**src/rtl/seq_detector_param.sv**
```systemverilog
// Parametrised serial pattern detector with Mealy match flag,
// registered copy of the flag and a saturating match counter.
module seq_detector_param #(
  parameter int                 SEQ_LEN = 4,
  parameter logic [SEQ_LEN-1:0] PATTERN = 4'b1101,
  parameter int                 CNT_W   = 8
) (
  input  logic             clk,
  input  logic             reset,
  input  logic             in,
  input  logic             in_valid,
  input  logic             overlap,
  input  logic             clear,
  output logic             out,
  output logic             out_q,
  output logic [CNT_W-1:0] match_count
);

  localparam int FW = $clog2(SEQ_LEN);
  localparam logic [FW-1:0] FULL = FW'(SEQ_LEN - 1);

  logic [SEQ_LEN-2:0] hist;
  logic [SEQ_LEN-2:0] hist_n;
  logic [FW-1:0]      fill;
  logic [FW-1:0]      fill_n;
  logic [CNT_W-1:0]   cnt_n;
  logic               out_q_n;
  logic [SEQ_LEN-1:0] win;

  assign win = {hist, in};

  always_comb begin
    out = ~reset & ~clear & in_valid
        & (fill == FULL) & (win == PATTERN);
  end

  always_comb begin
    hist_n  = hist;
    fill_n  = fill;
    cnt_n   = match_count;
    out_q_n = out;
    if (clear) begin
      hist_n  = '0;
      fill_n  = '0;
      cnt_n   = '0;
      out_q_n = 1'b0;
    end else if (in_valid) begin
      // non-overlapping mode restarts from an empty window
      if (out && !overlap) begin
        fill_n = '0;
      end else begin
        hist_n = win[SEQ_LEN-2:0];
        if (fill != FULL)
          fill_n = fill + 1'b1;
      end
      if (out && match_count != '1)
        cnt_n = match_count + 1'b1;
    end
  end

  always_ff @(posedge clk) begin
    if (reset) begin
      hist        <= '0;
      fill        <= '0;
      match_count <= '0;
      out_q       <= 1'b0;
    end else begin
      hist        <= hist_n;
      fill        <= fill_n;
      match_count <= cnt_n;
      out_q       <= out_q_n;
    end
  end

endmodule

```
**config.mk**
```make
export PLATFORM = sky130hd
export DESIGN_NAME = seq_detector_param
export DESIGN_NICKNAME = d
export VERILOG_FILES = /design/src/rtl/seq_detector_param.sv
export SDC_FILE = /design/constraint.sdc
export NUM_CORES = 1
export LEC_CHECK = 0
export ABC_AREA = 1
export CAP_MARGIN = 5
export CELL_PAD_IN_SITES_DETAIL_PLACEMENT = 0
export CELL_PAD_IN_SITES_GLOBAL_PLACEMENT = 1
export CORE_MARGIN = 2
export CORE_UTILIZATION = 36
export CTS_BUF_LIST = sky130_fd_sc_hd__clkbuf_2
export CTS_CLUSTER_DIAMETER = 40
export DETAILED_ROUTE_END_ITERATION = 8
export PLACE_DENSITY_LB_ADDON = 0.1
export SLEW_MARGIN = 15
export SYNTH_ARGS = -nofsm -noshare
export SYNTH_HDL_FRONTEND = slang
export SYNTH_SLANG_ARGS = --single-unit
```
**constraint.sdc**
```tcl
create_clock -name clk -period 1.4 [get_ports clk]
set_input_delay 0.21 -clock clk [delete_from_list [all_inputs] [get_ports clk]]
set_output_delay 0.21 -clock clk [all_outputs]
set_load 0.02 [all_outputs]
```
Yosys cells after proc, flatten, opt, wreduce, memory -nomap -nowiden
Cells that the tools add are included.
- $add $sub $neg: 2
- $mul: 0
- div/mod/pow operators: 0
- order comparisons: 0
- equality and inequality tests: 4
- shifts and indexed selects: 0
- muxes and demuxes: 2
- bitwise operators: 7
- reduce and logical (&&, ||, !) cells: 8
- operator list (kind ; count):
    $add A8 B1 Y8 const B ; 1
    $ne A8 B8 Y1 const B ; 1
    $reduce_and A2 Y1 ; 3
    $and A1 B1 Y1 ; 4
    $eq A4 B4 Y1 const B ; 1
    $mux W2 ; 2
    $not A1 Y1 ; 3
    $add A2 B1 Y2 const B ; 1
    $eq A2 B2 Y1 const B ; 1
    $logic_and A1 B1 Y1 ; 2
    $ne A2 B2 Y1 const B ; 1
    $reduce_bool A2 Y1 ; 1
    $reduce_or A2 Y1 ; 1
    $logic_not A1 Y1 ; 1
- register bits after elaboration: 14
- latch bits: 0
- RAM bits: 0
- memory bits (read-only): 0
- input bits: 6
- logic and storage cells: 27
- memories kept: 0

Longest topological paths before layout
Gate-level depths: netlist of run 1.
- word-level depth: 8
- gate-level depth with buffers: 9
- depth with buffers taken out: 9

Least setup slack after synthesis of run 1
Ideal clock, no wire load.
- kind: flip-flop to flip-flop
- start: reg match_count[0]
- end: reg match_count[0]
- data arrival time: 1275 ps
- data required time: 1287 ps
- slack: 12 ps
- cell stages (with the launch flop): 9
- period minus slack after synthesis: 1388 ps
- path through: dfxtp_1 -> ha_1 -> nand3_2 -> nor2_2 -> nand2_2 -> inv_2 -> nor2_8 -> nor2_1 -> nor2_1
- word-level cells in the longest chain between the ends: 3
- elaborated cells on any way between the ends: 4
- RTL lines (what ; line ; RTL):
    from (decl) ; 16 ; output logic [CNT_W-1:0] match_count
    from (signal assigned) ; 70 ; match_count <= cnt_n;
    branches (longest 3 deep; another with $add A8 B1 Y8) ; n/a ;
Parallel ways; which one is timed is not known.
A chain may end at the register's enable or synchronous reset.

Final worst setup path of run 1
- start: reg fill[1]
- end: out out
- word-level cells in the longest chain between the ends: 3
- RTL lines (what ; line ; RTL):
    from (decl) ; 24 ; logic [FW-1:0] fill;
    from (signal assigned) ; 69 ; fill <= fill_n;
    $eq A2 B2 Y1 ; 34 ; & (fill == FULL) & (win == PATTERN);
    $and A1 B1 Y1 (2 in a row) ; 34 ;
    to (decl) ; 14 ; output logic out,
Every way passes these cells.

==> results of run 1 <==
layer usage:
metal | vias to the layer above | part of all wire [%] | track usage [%]
met1 | 326 | 48 | 17.65
met5 | - | 0 | 0
met2 | 18 | 46 | 24.32
met4 | 0 | 0 | 1.389
li1 | 406 | - | -
met3 | 0 | 5.9 | 4.601
worst paths after layout:
kind | cells past startpoint | to | start
worst min-delay path | 2 | hist[2]$_SDFFE_PP0P_ | hist[2]$_SDFFE_PP0P_
worst max register to register | 9 | fill[0]$_SDFFE_PP0P_ | fill[1]$_SDFFE_PP0P_
worst max-delay path | 6 | out | fill[1]$_SDFFE_PP0P_
worst min register to register | 2 | hist[2]$_SDFFE_PP0P_ | hist[2]$_SDFFE_PP0P_
synth_stat cells:
library cell	n	area, um^2
nor2_2	4	25.02
nor2_8	1	20.02
xor2_1	2	17.52
nor2_1	13	48.80
o21ai_0	4	20.02
nand3_2	1	10.01
a21oi_1	7	35.03
ha_1	2	25.02
nand2_2	4	25.02
inv_1	16	60.06
dfxtp_1	14	280.3
o21ai_1	1	5.000
inv_2	2	7.510
nand2_1	32	120.1
nand3_1	7	35.03
xnor2_1	1	8.760
cells by family (layout without fill, tap and decap cells):
group                    Yosys count  count (layout)  synth area share [%]
flip-flops                        14              14                 37.71
AO/OA/AOI/OAI                     12              12                 8.080
adder cells (fa/ha/maj)            2               2                 3.366
AND/OR/NAND/NOR                   62              63                 38.22
XOR/XNOR                           3               3                 3.536
buffers and inverters             18              48                 9.092
area by class of cell:
cell class | instances | area (um^2)
well taps | 27 | 33.78
flip-flops and latches | 14 | 292.8
fillers | 213 | 872.1
clock buffers | 3 | 15.01
clock inverters | 1 | 3.754
repair buffers | 26 | 222.7
inverters | 18 | 70.07
multi-input cells | 80 | 451.7
report_power, final:
group / total, uW / switching [uW] / leakage, uW / internal (uW)
combinational: 62.6 / 30.6 / 0.000389 / 32.0
sequential: 405 / 4.86 / 0.000116 / 400
clock: 198 / 135 / 0.0000140 / 62.1
total: 665 / 171 / 0.000520 / 494
through the flow:
stage                     total power (uW)  cells  area, um^2
after global placement               474.7    163        1002
after detailed placement             476.1    163        1002
after global routing                 708.2    169        1090
after CTS                            673.5    167        1011
after floorplan                      444.3    111       743.2
final                                665.4    169        1090
repair_timing:
item | 4_1_cts | 5_1_grt
setup endpoints to repair | 15 | 14
pin swaps | 0 | 4
setup buffers | 0 | 1
gates cloned | 0 | 1
gates resized for setup | 17 | 16
flip-flops by register name, summed over array words and instances (netlist names):
name and count:
match_count 8, hist 3, fill 2, out_q 1
worst max-delay path: stages, from the launching register on:
cell and delay, ns:
dfxtp_4 0.39, ha_4 0.15, nand2_4 0.05, nor2_4 0.11
nand2_2 0.06, inv_2 0.06, buf_6 0.11
==> results.md, run 1 <==
* Die extent in x at 49.44 um
* Detailed placement HPWL at 1.157 mm
* Leak pwr at 0.0005196 uW
* Reg clk slew, reported paths at 0.14 ns
* Most common library cell in the layout ignoring fill and taps: nand2_1
* Core box area at 1962 um^2
* Yosys warns at 0
* Fraction of layout cells with a size suffix above 1 at 25.35%
* TritonCTS clock tree: done
* Post-route ant nets at 0
* Root buf cell: clkbuf_2
* Vias per std cell at 4.438
* Maxcap violations at 0
* Type of the worst min-delay path: reg2reg
* Number of antenna diodes at 0
* Most frequent cells in the layout: nand2_1, inv_1, nor2_1
* Num CTS Buffers at 3
* Vias at 750
* Final setup skew at 0.007147 ns
* Insertion delay to the later sink of the worst-skew pair at 0.28 ns
* GRT Total Usage at 14.08%
* # DRC at 0
* Number of global-route vias before repair at 656
* Synth-to-Final Area Change at 46.63%
* Sink Count at 14
* Antenna violations before repair at 0
* Initial Util at 37.88%
* Die Area at 2444 um^2
* RSZ-0062 raised after global routing: yes
* Final setup fails at 1
* Detailed Route WL at 1.661 mm
* Reg-to-reg setup timing slack at 0.04 ns
* Pwr/cell area at 610.6 nW/um^2
* FMAX at 706.9 MHz
* Syn_nets at 119
* Mapped Cells at 111
* Crit Path Category: reg2out
* Die H at 49.44 um
* Yosys reg bits at 14
* Violated checks: setup timing
* Global route overflow at 0
* DR WL/cell at 9.828 um
* Crit path time final at 1.415 ns
* Final hold slack at 0.5017 ns
* Initial DRC Count at 15
* H-tree depth at 1
* Synth Cell Area at 743.2 um^2
* Fin. Hold Viols at 0
* First-pass GRT wire length at 2.663 mm
* Cell Rows at 16
* CTS Buffer Depth at 2
* Largest net degree at the start of global routing at 10
* Slew headroom at 85.83%
* Fin crit share at 101.1%
* Routability cong. at 0.8125
* Worst EP arrival at 1.20 ns
* Fin Setup TNS at -0.01473 ns
* Hold bufs inserted after CTS at 0
* Max Transition Viols Final at 0
* Worst-Margin Slew at 0.2123 ns
* Avg Cell Area, Syn at 6.696 um^2
* Worst EP required at 1.19 ns
* Setup WS post-layout at -0.01473 ns
* CP max FO at 2
* Post-synthesis cell type count at 16
* Status: complete, but fails checks
* Util after Layout at 55.55%
* Setup Slack @ Placement at -0.4360 ns
* Worst IR Drop VDD at 0.6568 mV
* Buffers added on ports at 15
* Sequential cell area fraction in the yosys report at 37.71%
* Startpoint Class: register
* Setup crit end kind: primary output
* Fin nets at 151
* First-pass DRT Iterations at 4
* Num ports at 16
Power figures use the tool's default switching activity.
==> run 2, diff against run 1 <==
SLEW_MARGIN = 20   (was 15)
==> results of run 2 <==
No change in the layout: final DEF, timing and power equal those of run 1.
